### src/rtl/mixer_pkg.sv
// Shared pan encodings, default tape amplitude and sum-width helper for the N-channel audio mixer.
package mixer_pkg;

    typedef enum logic [1:0] {
        PAN_BOTH  = 2'b00,
        PAN_LEFT  = 2'b01,
        PAN_RIGHT = 2'b10,
        PAN_MUTE  = 2'b11
    } pan_e;

    localparam int unsigned DEFAULT_TAPE_LEVEL = 'h40;

    // Width of the accumulated sum: CW + clog2(NCH+1), grown by one bit only when the
    // real worst case (all channels full scale plus both tape bits) would not fit.
    function automatic int unsigned mix_sum_width(input int unsigned nch, input int unsigned cw,
                                                  input int unsigned tape_level = DEFAULT_TAPE_LEVEL);
        int unsigned     base;
        longint unsigned max_sum;
        longint unsigned cap;
        base    = cw + $clog2(nch + 1);
        max_sum = longint'(nch) * ((64'd1 << cw) - 64'd1) + 64'd2 * longint'(tape_level);
        cap     = (64'd1 << base) - 64'd1;
        return (max_sum > cap) ? base + 1 : base;
    endfunction

endpackage

### src/rtl/sigma_delta_dac.sv
// First-order sigma-delta 1-bit DAC: the carry out of a W-bit phase accumulator is the bitstream.
module sigma_delta_dac #(
    parameter int unsigned W = 10
) (
    input  logic         clk,
    input  logic         rst_n,
    input  logic [W-1:0] sample,
    output logic         bit_out
);

    logic [W:0] dacc;

    always_ff @(posedge clk or negedge rst_n) begin
        if (!rst_n) begin
            dacc <= '0;
        end else begin
            dacc <= {1'b0, dacc[W-1:0]} + {1'b0, sample};
        end
    end

    assign bit_out = dacc[W];

endmodule

### src/rtl/audio_mixer_nch.sv
// Time-multiplexed NCH-channel stereo mixer with tape slot and sigma-delta outputs.
// Optional master attenuation via `define MIXER_VOLUME_EN (adds the volume port).
module audio_mixer_nch
    import mixer_pkg::*;
#(
    parameter  int unsigned NCH        = 3,
    parameter  int unsigned CW         = 8,
    parameter  int unsigned TAPE_LEVEL = DEFAULT_TAPE_LEVEL,
    localparam int unsigned SW         = mix_sum_width(NCH, CW, TAPE_LEVEL)
) (
    input  logic              clk,
    input  logic              rst_n,
    input  logic [NCH*CW-1:0] ch_data,
    input  logic [2*NCH-1:0]  ch_pan,
    input  logic              mic,
    input  logic              ear,
    input  logic              tape_en,
`ifdef MIXER_VOLUME_EN
    input  logic [2:0]        volume,
`endif
    output logic [SW-1:0]     sample_l,
    output logic [SW-1:0]     sample_r,
    output logic              sample_strobe,
    output logic              audio_out_left,
    output logic              audio_out_right
);

    localparam int unsigned    SLW       = (NCH < 1) ? 1 : $clog2(NCH + 1);
    localparam logic [SLW-1:0] LAST_SLOT = SLW'(NCH);
    localparam logic [SW-1:0]  TL        = SW'(TAPE_LEVEL);

    if (NCH < 1 || NCH > 8) begin : g_bad_nch
        $error("audio_mixer_nch: NCH must be in 1..8");
    end
    if (longint'(TAPE_LEVEL) > (longint'(1) << CW) - 1) begin : g_bad_tape
        $error("audio_mixer_nch: TAPE_LEVEL exceeds channel full scale");
    end
    if (longint'(NCH) * ((longint'(1) << CW) - 1) + 2 * longint'(TAPE_LEVEL) > (longint'(1) << SW) - 1) begin : g_bad_sw
        $error("audio_mixer_nch: SW too narrow for worst-case sum");
    end

    logic [SLW-1:0] slot;
    logic [CW-1:0]  snap [NCH];
    logic [SW-1:0]  acc_l;
    logic [SW-1:0]  acc_r;
    logic [CW-1:0]  ch_term;
    pan_e           pan_sel;
    logic           add_l;
    logic           add_r;
    logic [SW-1:0]  tape_term;

    // The tape slot (slot == NCH) matches no channel and therefore selects a muted zero term.
    always_comb begin
        ch_term = '0;
        pan_sel = PAN_MUTE;
        for (int unsigned k = 0; k < NCH; k++) begin
            if (slot == SLW'(k)) begin
                ch_term = snap[k];
                pan_sel = pan_e'(ch_pan[2*k +: 2]);
            end
        end
`ifdef MIXER_VOLUME_EN
        ch_term = ch_term >> volume;
`endif
        add_l = (pan_sel == PAN_BOTH) || (pan_sel == PAN_LEFT);
        add_r = (pan_sel == PAN_BOTH) || (pan_sel == PAN_RIGHT);
    end

    assign tape_term = tape_en ? ((mic ? TL : '0) + (ear ? TL : '0)) : '0;

    always_ff @(posedge clk or negedge rst_n) begin
        if (!rst_n) begin
            slot          <= '0;
            acc_l         <= '0;
            acc_r         <= '0;
            sample_l      <= '0;
            sample_r      <= '0;
            sample_strobe <= 1'b0;
            for (int unsigned k = 0; k < NCH; k++) begin
                snap[k] <= '0;
            end
        end else if (slot == LAST_SLOT) begin
            slot          <= '0;
            sample_l      <= acc_l + tape_term;
            sample_r      <= acc_r + tape_term;
            acc_l         <= '0;
            acc_r         <= '0;
            sample_strobe <= 1'b1;
            for (int unsigned k = 0; k < NCH; k++) begin
                snap[k] <= ch_data[k*CW +: CW];
            end
        end else begin
            slot          <= slot + SLW'(1);
            sample_strobe <= 1'b0;
            if (add_l) begin
                acc_l <= acc_l + SW'(ch_term);
            end
            if (add_r) begin
                acc_r <= acc_r + SW'(ch_term);
            end
        end
    end

    sigma_delta_dac #(.W(SW)) u_dac_left (
        .clk     (clk),
        .rst_n   (rst_n),
        .sample  (sample_l),
        .bit_out (audio_out_left)
    );

    sigma_delta_dac #(.W(SW)) u_dac_right (
        .clk     (clk),
        .rst_n   (rst_n),
        .sample  (sample_r),
        .bit_out (audio_out_right)
    );

endmodule

### config.mk
export PLATFORM = sky130hd
export DESIGN_NAME = audio_mixer_nch
export DESIGN_NICKNAME = d
export VERILOG_FILES = /design/src/rtl/mixer_pkg.sv /design/src/rtl/sigma_delta_dac.sv /design/src/rtl/audio_mixer_nch.sv
export SDC_FILE = /design/constraint.sdc
export NUM_CORES = 1
export LEC_CHECK = 0
export CORE_ASPECT_RATIO = 1.25
export CORE_UTILIZATION = 55
export DETAILED_ROUTE_END_ITERATION = 12
export DONT_BUFFER_PORTS = 1
export GPL_TIMING_DRIVEN = 0
export PLACE_DENSITY = 0.76
export SYNTH_ARGS = -nofsm -noshare
export SYNTH_HDL_FRONTEND = slang
export SYNTH_SLANG_ARGS = --single-unit
### constraint.sdc
create_clock -name clk -period 4.35 [get_ports clk]
set_input_delay 0.435 -clock clk [delete_from_list [all_inputs] [get_ports clk]]
set_output_delay 0.435 -clock clk [all_outputs]
set_load 0.01 [all_outputs]
==> results_dict.tcl <==
set metrics [dict create \
    finalCritPeriodShare_pct 78.2 \
    cts.path.max_buffers 2 \
    skew_ns 0.00989 \
    clk_pin_slew_ns 0.08 \
    synth-edff-count 0 \
    postRouteAntennaNets 0 \
    crit_chain "inv_1, ha_1, buf_6, clkbuf_1, a22oi_1, o21ai_0, ha_1, a211oi_1, o21ai_0, xor2_1, mux2i_1, nor2_1" \
    synth-warning-count 0 \
    routed_wirelength_um 9950 \
    path_class "reg2reg" \
    grt_antenna_before_repair 0 \
    synth_cell_types 49 \
    worstPathArrival_ns 3.63 \
    avgSynthCellArea_um2 10.8 \
    gp_congestion 0.923 \
    hold_path.class "in2reg" \
    cp_data_required_time_ns 4.58 \
    rsz0062_at_grt "no" \
    port_buffers 0 \
    multi_input_area_um2 2700 \
    clk_latency_ns 0.36 \
    htree_levels 3 \
    maxCapViolations 0 \
    io-pin-count 58 \
    cts_tree "built" \
    use_met3_pct 6.31 \
    fmax_mhz 294 \
    crit_fanout 10 \
    synth_area_um2 5080 \
    cts_buffers 9 \
    cpMaxStageDelayCell "o21ai_0" \
    tightestPinTransition_ns 0.745 \
    core_um2 8840 \
    hold_viol 0 \
    final-setup-viol-count 0 \
    slew_violations 0 \
    post_cts_resized 0 \
    synth_nets 555 \
    drc_errors 0 \
    rows 38 \
    relSlewSlack_pct 49.8 \
    grt_overflow 0 \
    fin_setup_tns_ns 0 \
    cellPowerDensity_nw_per_um2 511 \
    ys_ff_latch 89 \
    drive_above_1_share_pct 15.8 \
    busiest_layer "met2" \
    seqCellArea_um2 2230 \
    netlist_instances 469 \
    grt_pass1_vias 3620 \
    endpoint_kind "flop" \
    area_delta_synth_final_pct 7.53 \
    clock_sinks 89 \
    grtUsageTotal_pct 23.1 \
    status "completed" \
    p_leak_nw 2.45 \
    nNetsFinal 568 \
    post_drt_wl_per_cell_um 16.4 \
    drt_iter0_markers 226 \
    dieHeight_um 110 \
    cts_root_buf "clkbuf_8" \
    grt_use_met1_pct 27.6 \
    dieArea_um2 9640 \
    die_w_um 88 \
    synth_seq_area_share_pct 43.8 \
    start_kind "flop" \
    first_pass_iters 4 \
    grt_max_degree 90 \
    vias_per_cell 5.79 \
    fillers 778 \
    power_mw 2.79 \
    antenna_cells 0 \
    async_reset_ff_share_pct 100 \
    dp_hpwl_um 7420 \
    start_util_pct 57.5 \
    slowest_delay_ns 0.62 \
    finalCriticalPeriod_ns 3.40 \
    synth_ff_type "dfrtp_1" \
    use_met2_pct 39.2 \
    ir_drop_mv 0.292 \
    vias 3513 \
    grt_pass1_wl_um 16700 \
]
==> synthesized netlist by cell type (9+ instances only) <==
library cell | n | area [um^2]
nor2_1 | 29 | 109
inv_1 | 22 | 82.6
clkbuf_1 | 9 | 33.8
xnor2_1 | 20 | 175
a211oi_1 | 9 | 67.6
a21o_1 | 10 | 75.1
a21oi_1 | 29 | 145
nand3_1 | 10 | 50.1
o21ai_0 | 26 | 130
dfrtp_1 | 89 | 2230
xor2_1 | 9 | 78.8
ha_1 | 45 | 563
nand2_1 | 41 | 154
mux2_2 | 38 | 428
==> sequential cells by signal, indices dropped and copies added (netlist names) <==
name,flops
acc_r,10
u_dac_left.dacc,11
u_dac_right.dacc,11
sample_r,10
sample_l,10
slot,2
sample_strobe,1
snap,24
acc_l,10
==> cell usage in the layout, fill, tap and decap left out, drive strengths merged, types with 7 or more instances in the layout <==
cell    synthesis  layout
a211oi          9       9
o211ai          8       8
ha             45      45
nand2          41      41
clkbuf          9      19
nor2           29      29
nand3          10      10
dfrtp          89      89
mux2           38      38
a21oi          32      32
and3            8       8
buf             6       7
xnor2          20      20
o21ai          30      30
inv            22      22
a21o           10      10
xor2            9       9
nor2b           7       7
==> per-layer routing <==
metal	wire (um)	vias to the layer above	share of wire (%)
met1	4190	1732	42
met5	0	-	0
met3	556	12	5.6
met4	184	0	1.8
li1	-	1699	-
met2	5020	70	50
==> area by class of cell <==
cell class                      count  area share, %
Clock inverter                      6           1.05
Inverter                           22           1.51
Timing Repair Buffer                2          0.686
Clock buffer                       10           2.52
Sequential cell                    89           40.7
Tap cell                          120           2.75
Multi-Input combinational cell    343           49.4
Buffer                             15           1.37
==> path summary, 6_finish.rpt <==
kind	startpoint	to	slack, ns	cells past startpoint
max in group asynchronous	rst_n	snap[23]	3.36	2
min in group asynchronous	rst_n	u_dac_left.dacc[7]	0.64	2
setup reg to reg	slot[1]	acc_l[5]	0.95	12
setup / recovery	slot[1]	acc_l[5]	0.95	12
hold reg to reg	u_dac_right.dacc[0]	u_dac_right.dacc[0]	0.47	1
hold / removal	ch_data[9]	snap[9]	0.22	1
==> power breakdown <==
| group | switching, mW | internal, mW | total [mW] |
|---|---|---|---|
| registers | 0.122 | 1.01 | 1.13 |
| clock network | 0.288 | 0.277 | 0.566 |
| logic | 0.576 | 0.518 | 1.09 |
==> through the flow <==
step	instances	hold slack [ns]	utilization (%)	cell area, um^2	worst slack, ns
after CTS	607	0.197	61.8	5470	0.897
after global routing	607	0.200	61.8	5470	0.555
after floorplan	469	0.139	-	5080	1.51
final	607	0.221	61.8	5470	0.948
after detailed placement	589	0.142	59.2	5240	0.929
after global placement	589	0.142	59.2	5240	1.03
==> worst max-delay path: cells and delay by family, from the launching register on <==
| kind | cells | cell delay [ns] |
|---|---|---|
| AO/OA/AOI/OAI | 4 | 1.41 |
| buffers and inverters | 3 | 0.55 |
| adder cells (fa/ha/maj) | 2 | 0.52 |
| flip-flops | 1 | 0.41 |
| XOR/XNOR | 1 | 0.18 |
| multiplexers | 1 | 0.15 |
| AND/OR/NAND/NOR | 1 | 0.05 |
==> cell families (layout without fill, tap and decap cells) <==
family          after synthesis  count (layout)  share of synthesized area, %
compound gates              107             107                          14.5
xor+xnor                     29              29                          5.00
fa+ha+maj                    51              51                          13.4
buf+inv                      37              55                          3.10
flops                        89              89                          43.8
mux                          44              44                          9.60
simple gates                112             112                          10.5
==> timing repair <==
| item | CTS | global route |
|---|---|---|
| setup buffers | 0 | 0 |
| endpoints found under the hold margin | 89 | 0 |
| hold buffers | 2 | 0 |
Note: power is estimated with default switching activity, not from simulation.
